### src/rtl/dcache_pkg.sv
// dcache_pkg: shared state type, address/tag field positions and line geometry for the dcache controller
package dcache_pkg;
    localparam int ADDR_W         = 32;
    localparam int LINE_W         = 256;
    localparam int IDX_W          = 4;
    localparam int TAG_W          = 23;
    localparam int WORDS_PER_LINE = 8;
    localparam int TAG_LSB        = 9;
    localparam int IDX_LSB        = 5;
    localparam int WORD_LSB       = 2;
    localparam int VALID_BIT      = 24;
    localparam int DIRTY_BIT      = 23;
    typedef enum logic [2:0] {IDLE, MISS, WRITEBACK, ALLOCATE, REFILL} state_t;
endpackage

### src/rtl/dcache_word_merge.sv
// dcache_word_merge: reads one 32-bit word of a line and builds the line with that word replaced
module dcache_word_merge
    import dcache_pkg::*;
(
    input  logic [LINE_W-1:0] line,
    input  logic [2:0]        sel,
    input  logic [31:0]       wr_word,
    input  logic              wen,
    output logic [31:0]       rd_word,
    output logic [LINE_W-1:0] merged
);
    always_comb begin
        merged = line;
        if (wen) merged[{sel, 5'b0} +: 32] = wr_word;
    end
    assign rd_word = line[{sel, 5'b0} +: 32];
endmodule

### src/rtl/dcache_ctrl.sv
// dcache_ctrl: sequences the 2-way dcache SRAM between the CPU port and data memory (write-back, write-allocate)
module dcache_ctrl
    import dcache_pkg::*;
(
    input  logic                clk_i,
    input  logic                rst_i,
    input  logic                cpu_req_i,
    input  logic                cpu_wen_i,
    input  logic [ADDR_W-1:0]   cpu_addr_i,
    input  logic [31:0]         cpu_data_i,
    output logic [31:0]         cpu_data_o,
    output logic                cpu_stall_o,
    output logic                sram_enable_o,
    output logic                sram_write_o,
    output logic [IDX_W-1:0]    sram_addr_o,
    output logic [TAG_W+1:0]    sram_tag_o,
    output logic [LINE_W-1:0]   sram_data_o,
    input  logic                sram_hit_i,
    input  logic [LINE_W-1:0]   sram_data_i,
    input  logic [TAG_W+1:0]    sram_victim_tag_i,
    input  logic [LINE_W-1:0]   sram_victim_data_i,
    output logic                mem_enable_o,
    output logic                mem_write_o,
    output logic [ADDR_W-1:0]   mem_addr_o,
    output logic [LINE_W-1:0]   mem_data_o,
    input  logic [LINE_W-1:0]   mem_data_i,
    input  logic                mem_ack_i,
    output logic [31:0]         hit_cnt_o,
    output logic [31:0]         miss_cnt_o
);
    state_t state, state_nx;
    logic [TAG_W+1:0]  victim_tag;
    logic [LINE_W-1:0] victim_data, refill_line, merge_src;
    logic [TAG_W-1:0]  cpu_tag;
    logic [IDX_W-1:0]  idx;
    logic [ADDR_W-1:0] fetch_addr, wb_addr;
    logic idle_hit, idle_miss, victim_dirty, addr_unused;
    assign cpu_tag      = cpu_addr_i[ADDR_W-1:TAG_LSB];
    assign idx          = cpu_addr_i[TAG_LSB-1:IDX_LSB];
    assign addr_unused  = ^cpu_addr_i[WORD_LSB-1:0];
    assign fetch_addr   = {cpu_tag, idx, {IDX_LSB{1'b0}}};
    assign wb_addr      = {victim_tag[TAG_W-1:0], idx, {IDX_LSB{1'b0}}};
    assign idle_hit     = state == IDLE && cpu_req_i && sram_hit_i;
    assign idle_miss    = state == IDLE && cpu_req_i && !sram_hit_i;
    assign victim_dirty = victim_tag[VALID_BIT] && victim_tag[DIRTY_BIT];
    assign cpu_stall_o   = cpu_req_i && (state != IDLE || !sram_hit_i);
    assign sram_enable_o = cpu_req_i || state == REFILL;
    assign sram_write_o  = (idle_hit && cpu_wen_i) || state == REFILL;
    assign sram_addr_o   = idx;
    assign sram_tag_o    = {1'b1, state == REFILL ? cpu_wen_i : 1'b1, cpu_tag};
    // One merge unit serves load select and store-hit merge in IDLE, and the refill merge in REFILL.
    assign merge_src     = state == REFILL ? refill_line : sram_data_i;
    dcache_word_merge u_merge (
        .line    (merge_src),
        .sel     (cpu_addr_i[IDX_LSB-1:WORD_LSB]),
        .wr_word (cpu_data_i),
        .wen     (cpu_wen_i),
        .rd_word (cpu_data_o),
        .merged  (sram_data_o)
    );
    always_comb begin
        state_nx = state;
        unique case (state)
            IDLE:      state_nx = idle_miss ? MISS : IDLE;
            MISS:      state_nx = victim_dirty ? WRITEBACK : ALLOCATE;
            WRITEBACK: state_nx = mem_ack_i ? ALLOCATE : WRITEBACK;
            ALLOCATE:  state_nx = mem_ack_i ? REFILL : ALLOCATE;
            default:   state_nx = IDLE;
        endcase
    end
    always_ff @(posedge clk_i) begin
        if (rst_i) begin
            state        <= IDLE;
            mem_enable_o <= 1'b0;
            mem_write_o  <= 1'b0;
            mem_addr_o   <= '0;
            mem_data_o   <= '0;
            refill_line  <= '0;
            victim_tag   <= '0;
            victim_data  <= '0;
            hit_cnt_o    <= '0;
            miss_cnt_o   <= '0;
        end else begin
            state <= state_nx;
            if (idle_hit && hit_cnt_o != '1) hit_cnt_o <= hit_cnt_o + 1'b1;
            if (idle_miss) begin
                if (miss_cnt_o != '1) miss_cnt_o <= miss_cnt_o + 1'b1;
                victim_tag  <= sram_victim_tag_i;
                victim_data <= sram_victim_data_i;
            end
            if (state == MISS) begin
                mem_enable_o <= 1'b1;
                mem_write_o  <= victim_dirty;
                mem_addr_o   <= victim_dirty ? wb_addr : fetch_addr;
                if (victim_dirty) mem_data_o <= victim_data;
            end
            if (state == WRITEBACK && mem_ack_i) begin
                mem_write_o <= 1'b0;
                mem_addr_o  <= fetch_addr;
            end
            if (state == ALLOCATE && mem_ack_i) begin
                mem_enable_o <= 1'b0;
                refill_line  <= mem_data_i;
            end
        end
    end
endmodule

### config.mk
export PLATFORM = sky130hd
export DESIGN_NAME = dcache_ctrl
export DESIGN_NICKNAME = d
export VERILOG_FILES = /design/src/rtl/dcache_pkg.sv /design/src/rtl/dcache_word_merge.sv /design/src/rtl/dcache_ctrl.sv
export SDC_FILE = /design/constraint.sdc
export NUM_CORES = 2
export LEC_CHECK = 0
export ABC_AREA = 1
export BUFFER_PORTS_ARGS = -buffer_cell sky130_fd_sc_hd__buf_2
export CAP_MARGIN = 20
export CORE_AREA = 2 2 600 602
export CTS_CLUSTER_SIZE = 30
export DETAILED_ROUTE_END_ITERATION = 10
export DIE_AREA = 0 0 602 604
export SLEW_MARGIN = 20
export SYNTH_ARGS = -nofsm -noshare
export SYNTH_HDL_FRONTEND = slang
export SYNTH_HIERARCHICAL = 1
export SYNTH_SLANG_ARGS = --single-unit
### constraint.sdc
create_clock -name clk_i -period 2.6 [get_ports clk_i]
set_clock_uncertainty 0.05 [all_clocks]
set_input_delay 0.39 -clock clk_i [delete_from_list [all_inputs] [get_ports clk_i]]
set_output_delay 0.39 -clock clk_i [all_outputs]
set_load 0.02 [all_outputs]
==> impl_metrics.toml <==
[run_status]
status = "finished, violations left"
violations = "setup timing"

[global_route]
grt.total_usage = 0.174
grt_pass1_vias = 51300
grt-ovfl-total = 0
antenna_found_initial = 80
grt_first_pass_wirelength_mm = 437
grt_max_degree = 132

[setup_path]
cp_cell_sequence = "nor3_2 > buf_6 > inv_16 > buf_12 > buf_12 > o21ai_4 > buf_4 > o21ai_0 > o21ai_1 > buf_4 > nand2_1 > nand2_1 > buf_2"
critPathKind = "reg2out"
crit_required_ps = 2160
ff2ff_setup_slack_ps = 200
r2r_cells = 9
end_kind = "output port"
crit_buf_inv = 7
slowest_delay_ps = 320
crit_family = "buffers and inverters"
crit_path_start_kind = "flop"
cp.arrival_ps = 3310
cp_max_fo = 17
critPathSlowestCell = "dfxtp_2"
r2r_start = "state[0]$_SDFF_PP0_"
r2r-end = "victim_data[81]$_SDFFE_PP0P_"

[finish]
fillCellCount = 40100
seq_area_mm2 = 0.0178
area_growth_pct = 79.1
multi_input_area_mm2 = 0.0223
fin_util = 0.206
drive_gt1_frac = 0.339
nets = 9670

[floorplan]
die_x_um = 602
io_pins = 1537
core-area_mm2 = 0.358
rows = 220
die_h_um = 604
die_area_mm2 = 0.364
start_util = 0.115

[pwr]
ir_drop_mv = 0.546
power_density_mw_per_mm2 = 544
leakage_nw = 33.3

[yosys]
synth_top_area_cell = "dfxtp_1"
synthTopCellsByCount = "nor2_1, nand2_1, o21ai_0, dfxtp_1, inv_1"
yosys_most_used_dff = "dfxtp_1"
synth.avg_cell_area_um2 = 6.53
synth.distinct_cells = 32
async_reset_ff_frac = 0
ys_top_cells_by_area = "dfxtp_1, o21ai_0, nor2_1"
synth_cells = 6294
seq_area_frac_synth = 0.433
synth_top_area_frac = 0.433
yosysWarnings = 6
synth_edf_count = 0
ys_ff_latch = 889
synth_area_mm2 = 0.0411
yosysMostFrequentCell = "nor2_1"

[drt]
wl_per_cell_um = 24.2
vias_per_cell = 3.89
vias = 53200
drc = 0
drt-total-wl_mm = 332
ant_nets = 0
drtPass1Iterations = 6
drt-initial-drc-count = 4464

[timing]
hold_violations = 0
setup_ws_ps = -1150
tightest_slew_ps = 910
rsz0062_at_grt = "yes"
fmax_mhz = 266
fin_setup_tns_ps = -183060
period_needed_ps = 3750
whs_ps = 191
slew_violations = 0
setup_viol = 289
final.period_utilization = 1.44
slew_headroom = 0.393

[clock_network]
htree_levels = 3
insertion_delay_ps = 870
numCtsBuffers = 110
cts_tree = "built"
clk_pin_slew_ps = 50
clock_sinks = 889
cts.path.max_buffers = 4
root_buffer = "clkbuf_16"

[worst_hold_path]
holdPathStages = 4
whs_endpoint = "state[0]$_SDFF_PP0_"
worstHoldStart = "mem_ack_i"
hold_class = "in2reg"

[placement]
place.gp.congestion = 0.991
port_buffers = 1528
preCtsSetupSlack_ps = -1130
dp_hpwl_mm = 273

[job]
maxCapViolCount = 0
## worst min-delay path, delay by kind of cell
family	cells	cell delay (ps)
AOI/OAI and AO/OA	1	200
buffers and inverters	1	120
and+or+nand+nor	2	230
## metrics by stage
step | instances | total power [mW] | area (um^2)
floorplan | 6298 | 18.2 | 42600
global placement | 12900 | 23.0 | 61900
detailed placement | 12900 | 23.0 | 61900
CTS | 13700 | 40.4 | 73000
global route | 13700 | 41.5 | 73600
finish | 13700 | 40.1 | 73600
## where the power goes
group	total (mW)	internal, mW	leakage, nW	switching [mW]
clock	16.2	9.45	1.85	6.78
combinational	9.22	3.68	24.2	5.55
sequential	14.6	14.3	7.21	0.361
total	40.1	27.4	33.3	12.7
## worst max-delay path by stage
stage                        start                to  slack, ps  depth (start not counted)
2_1_floorplan        cpu_addr_i[3]  sram_data_o[255]        -60                         12
3_3_place_gp   state[2]$_SDFF_PP0_     cpu_data_o[5]      -1240                         15
3_5_place_dp   state[2]$_SDFF_PP0_     cpu_data_o[5]      -1130                         15
4_1_cts        state[2]$_SDFF_PP0_    cpu_data_o[28]      -1300                         15
5_1_grt        state[2]$_SDFF_PP0_     cpu_data_o[1]      -1310                         16
6_report       state[0]$_SDFF_PP0_    cpu_data_o[28]      -1150                         13
## registers in the layout, indices dropped and copies added (netlist names), 3 cells and up
signal       count
mem_data_o     256
refill_line    256
victim_data    256
hit_cnt_o       32
miss_cnt_o      32
mem_addr_o      27
victim_tag      25
state            3
## cell usage in the layout, fill, tap and decap left out, types with 68 or more instances in the layout
| cell | count |
|---|---|
| nand2_2 | 86 |
| o21ai_0 | 959 |
| inv_1 | 395 |
| dlygate4sd3_1 | 567 |
| buf_6 | 68 |
| nand3_1 | 96 |
| buf_2 | 1398 |
| clkbuf_16 | 112 |
| o21ai_1 | 105 |
| nor2_1 | 1455 |
| nand2_1 | 1265 |
| o21ai_4 | 140 |
| a21oi_1 | 86 |
| dfxtp_1 | 887 |
| buf_12 | 179 |
| buf_4 | 626 |
| o21ai_2 | 158 |
## what timing repair did
item / 4_1_cts / 5_1_grt
resized for setup: 473 / 191
endpoints found under the hold margin: 579 / 0
endpoints found under the setup margin: 290 / 290
pin swaps: 45 / 25
hold buffers: 567 / 0
gates cloned: 10 / 0
setup buffers: 17 / 3
## per-layer routing
metal / wire [um] / up-vias / global-route usage
met1: 117000 / 25300 / 0.183
met3: 21200 / 619 / 0.0321
met4: 24800 / 22 / 0.112
met2: 168000 / 2363 / 0.316
met5: 148 / - / 0
li1: - / 24900 / -
## cell families after synthesis
kind of cell	count (synthesis)	share of synthesized area
fa+ha+maj	5	0.00152
compound gates	1476	0.183
other cells	2	0.000183
flops	889	0.433
buf+inv	884	0.0932
simple gates	3032	0.288
xor+xnor	6	0.00128
## area by class of cell
class,count,area share
Tap cell,4773,0.0811
Timing Repair inverter,2,0.000391
Clock buffer,148,0.0430
Antenna cell,26,0.000884
Multi-Input combinational cell,4525,0.303
Sequential cell,889,0.242
Clock inverter,52,0.00797
Timing Repair Buffer,2851,0.300
Inverter,423,0.0226
No activity file was read; power rests on OpenSTA's default activity.
